File: src/rtl/sobol_stream_sched.sv
// Round-robin burst scheduler streaming samples from one shared Sobol generator.
// Build option SOBOL_SKIP_ZERO_EN: start the sequence at idx=1 so the all-zero point is skipped.
module sobol_stream_sched #(
  parameter logic [1023:0] DVA = {
    32'hFFFFFFFF, 32'hAAAAAAAA, 32'hCCCCCCCC, 32'h88888888,
    32'hF0F0F0F0, 32'hA0A0A0A0, 32'hC0C0C0C0, 32'h80808080,
    32'hFF00FF00, 32'hAA00AA00, 32'hCC00CC00, 32'h88008800,
    32'hF000F000, 32'hA000A000, 32'hC000C000, 32'h80008000,
    32'hFFFF0000, 32'hAAAA0000, 32'hCCCC0000, 32'h88880000,
    32'hF0F00000, 32'hA0A00000, 32'hC0C00000, 32'h80800000,
    32'hFF000000, 32'hAA000000, 32'hCC000000, 32'h88000000,
    32'hF0000000, 32'hA0000000, 32'hC0000000, 32'h80000000
  },
  parameter int unsigned LEN_W = 8
) (
  input  logic               clk,
  input  logic               rst_n,
  input  logic [3:0]         req,
  input  logic [4*LEN_W-1:0] req_len,
  input  logic               restart,
  output logic [3:0]         gnt,
  output logic               out_valid,
  input  logic               out_ready,
  output logic [31:0]        out_data,
  output logic [1:0]         out_id,
  output logic               out_last,
  output logic               busy
);

`ifdef SOBOL_SKIP_ZERO_EN
  localparam logic [31:0] INIT_IDX = 32'd1;
  localparam logic [31:0] INIT_SMP = DVA[31:0];
`else
  localparam logic [31:0] INIT_IDX = '0;
  localparam logic [31:0] INIT_SMP = '0;
`endif

  localparam logic [LEN_W:0] REM_ONE  = {{LEN_W{1'b0}}, 1'b1};
  localparam logic [LEN_W:0] REM_FULL = {1'b1, {LEN_W{1'b0}}};

  typedef enum logic {IDLE, RUN} state_t;

  state_t           state_q, state_d;
  logic [1:0]       rr_q, rr_d;
  logic [31:0]      idx_q, idx_d;
  logic [31:0]      smp_q, smp_d;
  logic [LEN_W:0]   rem_q, rem_d;
  logic [1:0]       id_q, id_d;
  logic [3:0]       gnt_q, gnt_d;

  logic             grant_any;
  logic [1:0]       grant_id;
  logic [1:0]       cand;
  logic [4:0]       kbit;
  logic [31:0]      dv_sel;
  logic [LEN_W-1:0] len_arr [4];
  logic [LEN_W-1:0] len_sel;

  // Scan offsets high to low so the offset closest to the pointer wins.
  always_comb begin
    grant_any = 1'b0;
    grant_id  = rr_q;
    cand      = rr_q;
    for (int unsigned o = 4; o > 0; o--) begin
      cand = rr_q + 2'(o - 1);
      if (req[cand]) begin
        grant_any = 1'b1;
        grant_id  = cand;
      end
    end
  end

  // Lowest zero bit of idx; an all-ones idx leaves kbit at 0.
  always_comb begin
    kbit = '0;
    for (int unsigned i = 32; i > 0; i--) begin
      if (!idx_q[i-1]) kbit = 5'(i - 1);
    end
    dv_sel = DVA[{kbit, 5'd0} +: 32];
  end

  always_comb begin
    for (int unsigned i = 0; i < 4; i++) begin
      len_arr[i] = req_len[i*LEN_W +: LEN_W];
    end
    len_sel = len_arr[grant_id];
  end

  always_ff @(posedge clk or negedge rst_n) begin
    if (!rst_n) begin
      state_q <= IDLE;
      rr_q    <= '0;
      idx_q   <= INIT_IDX;
      smp_q   <= INIT_SMP;
      rem_q   <= '0;
      id_q    <= '0;
      gnt_q   <= '0;
    end else begin
      state_q <= state_d;
      rr_q    <= rr_d;
      idx_q   <= idx_d;
      smp_q   <= smp_d;
      rem_q   <= rem_d;
      id_q    <= id_d;
      gnt_q   <= gnt_d;
    end
  end

  always_comb begin
    state_d = state_q;
    rr_d    = rr_q;
    idx_d   = idx_q;
    smp_d   = smp_q;
    rem_d   = rem_q;
    id_d    = id_q;
    gnt_d   = '0;
    case (state_q)
      IDLE: begin
        if (restart) begin
          idx_d = INIT_IDX;
          smp_d = INIT_SMP;
        end
        if (grant_any) begin
          gnt_d   = 4'b0001 << grant_id;
          id_d    = grant_id;
          rr_d    = grant_id + 2'd1;
          rem_d   = (len_sel == '0) ? REM_FULL : {1'b0, len_sel};
          state_d = RUN;
        end
      end
      RUN: begin
        if (out_ready) begin
          idx_d = idx_q + 32'd1;
          smp_d = smp_q ^ dv_sel;
          rem_d = rem_q - REM_ONE;
          if (rem_q == REM_ONE) state_d = IDLE;
        end
      end
      default: state_d = IDLE;
    endcase
  end

  always_comb begin
    out_valid = (state_q == RUN);
    busy      = (state_q == RUN);
    out_last  = (rem_q == REM_ONE);
    gnt       = gnt_q;
    out_id    = id_q;
    out_data  = smp_q;
  end

endmodule

File: config.mk
export PLATFORM = sky130hd
export DESIGN_NAME = sobol_stream_sched
export DESIGN_NICKNAME = d
export VERILOG_FILES = /design/src/rtl/sobol_stream_sched.sv
export SDC_FILE = /design/constraint.sdc
export NUM_CORES = 1
export LEC_CHECK = 0
export CORE_UTILIZATION = 40
export CTS_CLUSTER_SIZE = 20
export DETAILED_ROUTE_END_ITERATION = 16
export HOLD_SLACK_MARGIN = 0.05
export SLEW_MARGIN = 20
export SYNTH_ARGS = -nofsm -noshare
export SYNTH_HDL_FRONTEND = slang
export SYNTH_SLANG_ARGS = --single-unit
File: constraint.sdc
create_clock -name clk -period 3.7 [get_ports clk]
set_input_delay 0.74 -clock clk [delete_from_list [all_inputs] [get_ports clk]]
set_output_delay 0.74 -clock clk [all_outputs]
set_load 0.01 [all_outputs]
; Word-level counts from Yosys, hierarchy flattened
; Cells that the tools add are included.
[totals]
regBits = 82
inputBits = 40
word_cells = 97
output_inout_bits = 41
[op_classes]
addsub = 6
n_lt_le_gt_ge = 5
muxes = 66
bitwise_logic = 3
n_reduce_logical = 4
shift = 2
n_eq_ne = 4
[ops]
columns = cell, n
row1 = $shiftx A1024 B11 Y32 const A, 1
row2 = $mux W5, 32
row3 = $pmux W32 S2, 2
row4 = $mux W32, 3
row5 = $add A32 B1 Y32 const B, 1
row6 = $xor A32 B32 Y32, 1
row7 = $mux W9, 3
row8 = $pmux W9 S2, 1
row9 = $bmux W8 S2, 1
row10 = $mux W8, 2
row11 = $lt A2 B3 Y1 const B, 4
row12 = $mux W1, 11
row13 = $eq A9 B1 Y1 const B, 1
row14 = $sub A9 B1 Y9 const B, 1
row15 = $bmux W1 S2, 4
row16 = $logic_not A8 Y1, 1
row17 = $mux W2, 4
row18 = $mux W4, 2
row19 = $ne A2 B2 Y1 const B, 3
row20 = $reduce_and A2 Y1, 3
row21 = $add A2 B1 Y2 const B, 2
row22 = $add A2 B2 Y2 const B, 2
row23 = $shl A1 B2 Y4 const A, 1
row24 = $ge A3 B3 Y1 const B, 1
row25 = 3 further kinds, 3

; Logic depth before layout (Yosys ltp)
[depth]
word_depth = 36
depth_mapped = 9
depth_no_buf = 8

; Worst setup path after synthesis
; Ideal clock, no wire load.
[synth_timing]
path_type = input to register
from = input port req[0]
to = register rem_q[8]
setup_ns = 0.082
slack_ns = 1.064
path_buffers = 1
t_arrival_ns = 2.554
stages = 7
t_required_ns = 3.618
path_cell_list = and2b_1 o41ai_1 clkbuf_1 mux4_2 nor4_2 nand3_1 a22oi_2
[synth_between]
elab_chain_cells = 14
word_cells_on_any_way = 26
classes_between = eq/ne: 1 / mux: 22 / bitwise: 1 / reduce/logical: 2
[synth_rtl]
columns = element, line_no
row1 = start: declaration, 18  ; input logic [3:0] req,
row2 = $bmux W1 S2, 66  ; if (req[cand]) begin
row3 = $mux W1 (not written as such), 66
row4 = $mux W2 (3 in a row), 66
row5 = $mux W2 (*), 66
row6 = named net grant_id[1], 52  ; logic [1:0] grant_id;
row7 = $not A2 Y3 (not written as such) (*), 86  ; len_sel = len_arr[grant_id];
row8 = $bmux W8 S2 (*), 86
row9 = $mux W8 (not written as such) (*) (2 in a row), 86
row10 = $logic_not A8 Y1 (*), 127  ; rem_d = (len_sel == '0) ? REM_FULL : {1'b0, len_sel};
row11 = $mux W9 (*), 127
row12 = $mux W9 (*), 123  ; if (grant_any) begin
row13 = $pmux W9 S2 (*), 117  ; case (state_q)
row14 = end signal: assignment, 103  ; rem_q <= rem_d;
row15 = end: declaration, 47  ; logic [LEN_W:0] rem_q, rem_d;
; Mark *: on every way through the listed nets, which the timed path passes. The rest lies on a longest branch. The select of a mux whose other input is x is not followed.
; A chain may end at the register's enable or synchronous reset.

; Worst setup path in the final report
[layout_timing]
from = input port req[3]
to = register rem_q[4]
[layout_between]
elab_chain_cells = 14
word_cells_on_any_way = 26
classes_between = eq/ne: 1 / mux: 22 / bitwise: 1 / reduce/logical: 2
[layout_rtl]
columns = element, line_no
row1 = $bmux W1 S2, 66
row2 = $mux W1 (not written as such), 66
row3 = $mux W2 (3 in a row), 66
row4 = $mux W2 (*), 66
row5 = named net grant_id[0], 52
row6 = $not A2 Y3 (not written as such) (*), 86
row7 = $bmux W8 S2 (*), 86
row8 = $mux W8 (not written as such) (*) (2 in a row), 86
row9 = $logic_not A8 Y1, 127
row10 = $mux W9 (*), 127
row11 = $mux W9 (*), 123
row12 = $pmux W9 S2 (*), 117
; Marks and branches as above.

==> results.yml <==
setup_path:
  rr_endpoint: "out_data[4]$_DFFE_PN0P_"
  start_kind: "input port"
  worstPathRequired_ns: 3.92
  crit_type: "input port to flop"
  r2r_start: "idx_q[31]$_DFFE_PN0P_"
  crit_start: "req[3]"
  cp_max_fo: 9
  ff2ff_path_depth: 7
  worst_setup_path_end_kind: "flop"
  arrival_ns: 3.17
  r2r_setup_slack_ns: 0.98
  crit_end: "rem_q[4]$_DFFE_PN0P_"
finish:
  final_nets: 602
  n_fill_cell: 1011
  syn_to_final_growth_pct: 28.42
  antenna_cells: 0
  mostFrequentLayoutCells: "82 x dfrtp_1, 79 x clkdlybuf4s50_1, 65 x nand2_1"
  layout_commonest_cell: "dfrtp_1"
  drive_gt1_share_pct: 8.750
global_routing:
  grt_max_degree: 83
  overflow: 0
  antenna_found_initial: 0
  grt_pass1_wl_microns: 19040
  grt.total_usage_pct: 20.89
  grt_pass1_vias: 3862
drt:
  initialDrtViolationCount: 375
  ant_nets: 0
  first_pass_iters: 4
  wl_met1_microns: 5419
  highest_layer: "met4"
  avgRoutedWirePerCell_microns: 16.36
  wl_met2_microns: 5540
  via_per_inst: 5.581
  drc_errors: 0
  finalWirelength_microns: 11450
  vias: 3907
  dr_wl_met3_microns: 336
floorplanning:
  rows: 38
  die_h_microns: 109.1
  dieArea_sq_um: 11900
  core_area_sq_um: 10980
  initial_utilization_pct: 41.76
  die_w_microns: 109.1
  ios: 81
synthesis:
  synth-seq-area-share_pct: 44.74
  synth_area_per_cell_sq_um: 9.636
  synth_top_area_share_pct: 44.74
  synth_edf_count: 0
  syn_area_sq_um: 4587
  synth_largest_area_cell: "dfrtp_1"
  yosys_warnings: 0
  synth_top_flop_cell: "dfrtp_1"
  yosysUniqueCellTypes: 61
  syn_nets: 523
  ys_ff_latch: 82
  synthArstFlopShare_pct: 100.0
  synth.area.top_cells: "dfrtp_1 45%, mux2i_1 5.5%, nand2_1 5.3%"
  postSynthCellCount: 476
placement:
  hpwlAfterDp_microns: 7991
  numPortBuffers: 80
  place_congestion: 0.7978
sta:
  final_hold_viol_count: 0
  tightest_slew_ns: 1.069
  finalSetupViolCount: 0
  drv_slew: 0
  fin_crit_sh_pct: 79.63
  rsz0062_at_grt: "false"
  post-route-min-period_ns: 2.946
  slew_headroom_pct: 28.74
  final.setup.tns_ns: 0
  timing.fmax_mhz: 339.4
  finalHoldWorstSlack_ns: 0.4259
  skew_ns: 0.007209
clock_tree:
  hold_buffers: 0
  ctsResizeCount: 0
  cts_buffers: 9
  cts-root-buf: "clkbuf_16"
  cts_tree: "built"
  clock_path_buffers: 2
  cts_sinks: 82
  clk_latency_ns: 0.35
  htreeDepth: 3
  path_clk_slew_ns: 0.06
  postCtsSetupRepairBufs: 0
power:
  power.total_mw: 2.932
  cellPowerDensity_nw_per_um2: 497.8
  vdd_ir_drop_max_mv: 0.3622
  p_leak_nw: 2.343
job:
  drv_cap: 0
outcome:
  status: "completed"
worst_hold_path:
  hold_class: "input port to async pin"
worst min-delay path by stage:
stage                             startpoint                  endpoint  cells past startpoint
floorplan                              rst_n            busy$_DFF_PN0_                      0
global placement     out_data[2]$_DFFE_PN0P_   out_data[2]$_DFFE_PN0P_                      1
detailed placement  out_data[24]$_DFFE_PN0P_  out_data[24]$_DFFE_PN0P_                      1
CTS                 out_data[12]$_DFFE_PN0P_  out_data[12]$_DFFE_PN0P_                      1
global route         out_data[0]$_DFFE_PN0P_   out_data[0]$_DFFE_PN0P_                      1
finish                                 rst_n     idx_q[15]$_DFFE_PN0P_                      1
worst max-delay path, stage by stage:
cell,delay (ns)
clkdlybuf4s50_1,0.60
nor2b_1,0.10
o21ba_2,0.25
nor3_4,0.39
inv_4,0.14
mux4_1,0.49
nor2b_1,0.15
a211oi_1,0.24
a21oi_1,0.07
logic make-up after synthesis:
logic type | synth area share [%]
AO/OA/AOI/OAI | 16.91
XOR/XNOR | 2.673
adder cells (fa/ha/maj) | 1.909
buffers and inverters | 2.592
flip-flops | 44.74
multiplexers | 10.20
AND/OR/NAND/NOR | 20.98
registers in the layout (all words and copies together), names as in the netlist:
signal    cells
out_id        2
busy          1
out_data     32
rr_q          2
gnt           4
rem_q         9
idx_q        32
per-layer routing:
layer | up-vias | track usage, %
met5 | - | 0
met4 | 0 | 6.757
li1 | 1924 | -
met1 | 1901 | 28.26
met3 | 14 | 4.363
met2 | 68 | 33.29
Yosys cell counts (6+ instances only):
| cell type | instances |
|---|---|
| a211oi_1 | 9 |
| a21oi_1 | 26 |
| and2_1 | 7 |
| clkbuf_1 | 18 |
| dfrtp_1 | 82 |
| ha_1 | 7 |
| inv_1 | 8 |
| mux2i_1 | 25 |
| nand2_1 | 65 |
| nand2b_1 | 6 |
| nand3_1 | 28 |
| nand4_1 | 16 |
| nor2_1 | 22 |
| nor2b_1 | 6 |
| nor3_1 | 10 |
| o211ai_1 | 9 |
| o21ai_0 | 35 |
| o31ai_1 | 10 |
| or3_1 | 6 |
| xnor2_1 | 7 |
| xor2_1 | 7 |
area by class of cell:
| cell class | instances | area [sq um] | area share, % |
|---|---|---|---|
| repair buffers | 89 | 869.6 | 14.76 |
| clock inverters | 6 | 88.84 | 1.508 |
| flip-flops and latches | 82 | 2052 | 34.83 |
| well taps | 140 | 175.2 | 2.974 |
| inverters | 9 | 36.28 | 0.6160 |
| clock buffers | 10 | 239.0 | 4.057 |
| multi-input cells | 364 | 2430 | 41.25 |
power breakdown:
part / switching (mW) / leakage (nW) / internal [mW]
logic: 0.394 / 1.10 / 0.372
registers: 0.150 / 1.09 / 1.02
clock network: 0.383 / 0.155 / 0.611
total: 0.926 / 2.34 / 2.01
metrics by stage:
stage / setup WS (ns) / instance area [sq um] / cells / util [%]
after floorplan: 1.064 / 4587 / 476 / -
after global placement: 0.4757 / 5559 / 684 / 50.62
after detailed placement: 0.3907 / 5559 / 684 / 50.62
after CTS: 0.7520 / 5887 / 700 / 53.60
after global routing: 0.5903 / 5891 / 700 / 53.63
final: 0.7537 / 5891 / 700 / 53.63
No activity file was read; power rests on OpenSTA's default activity.
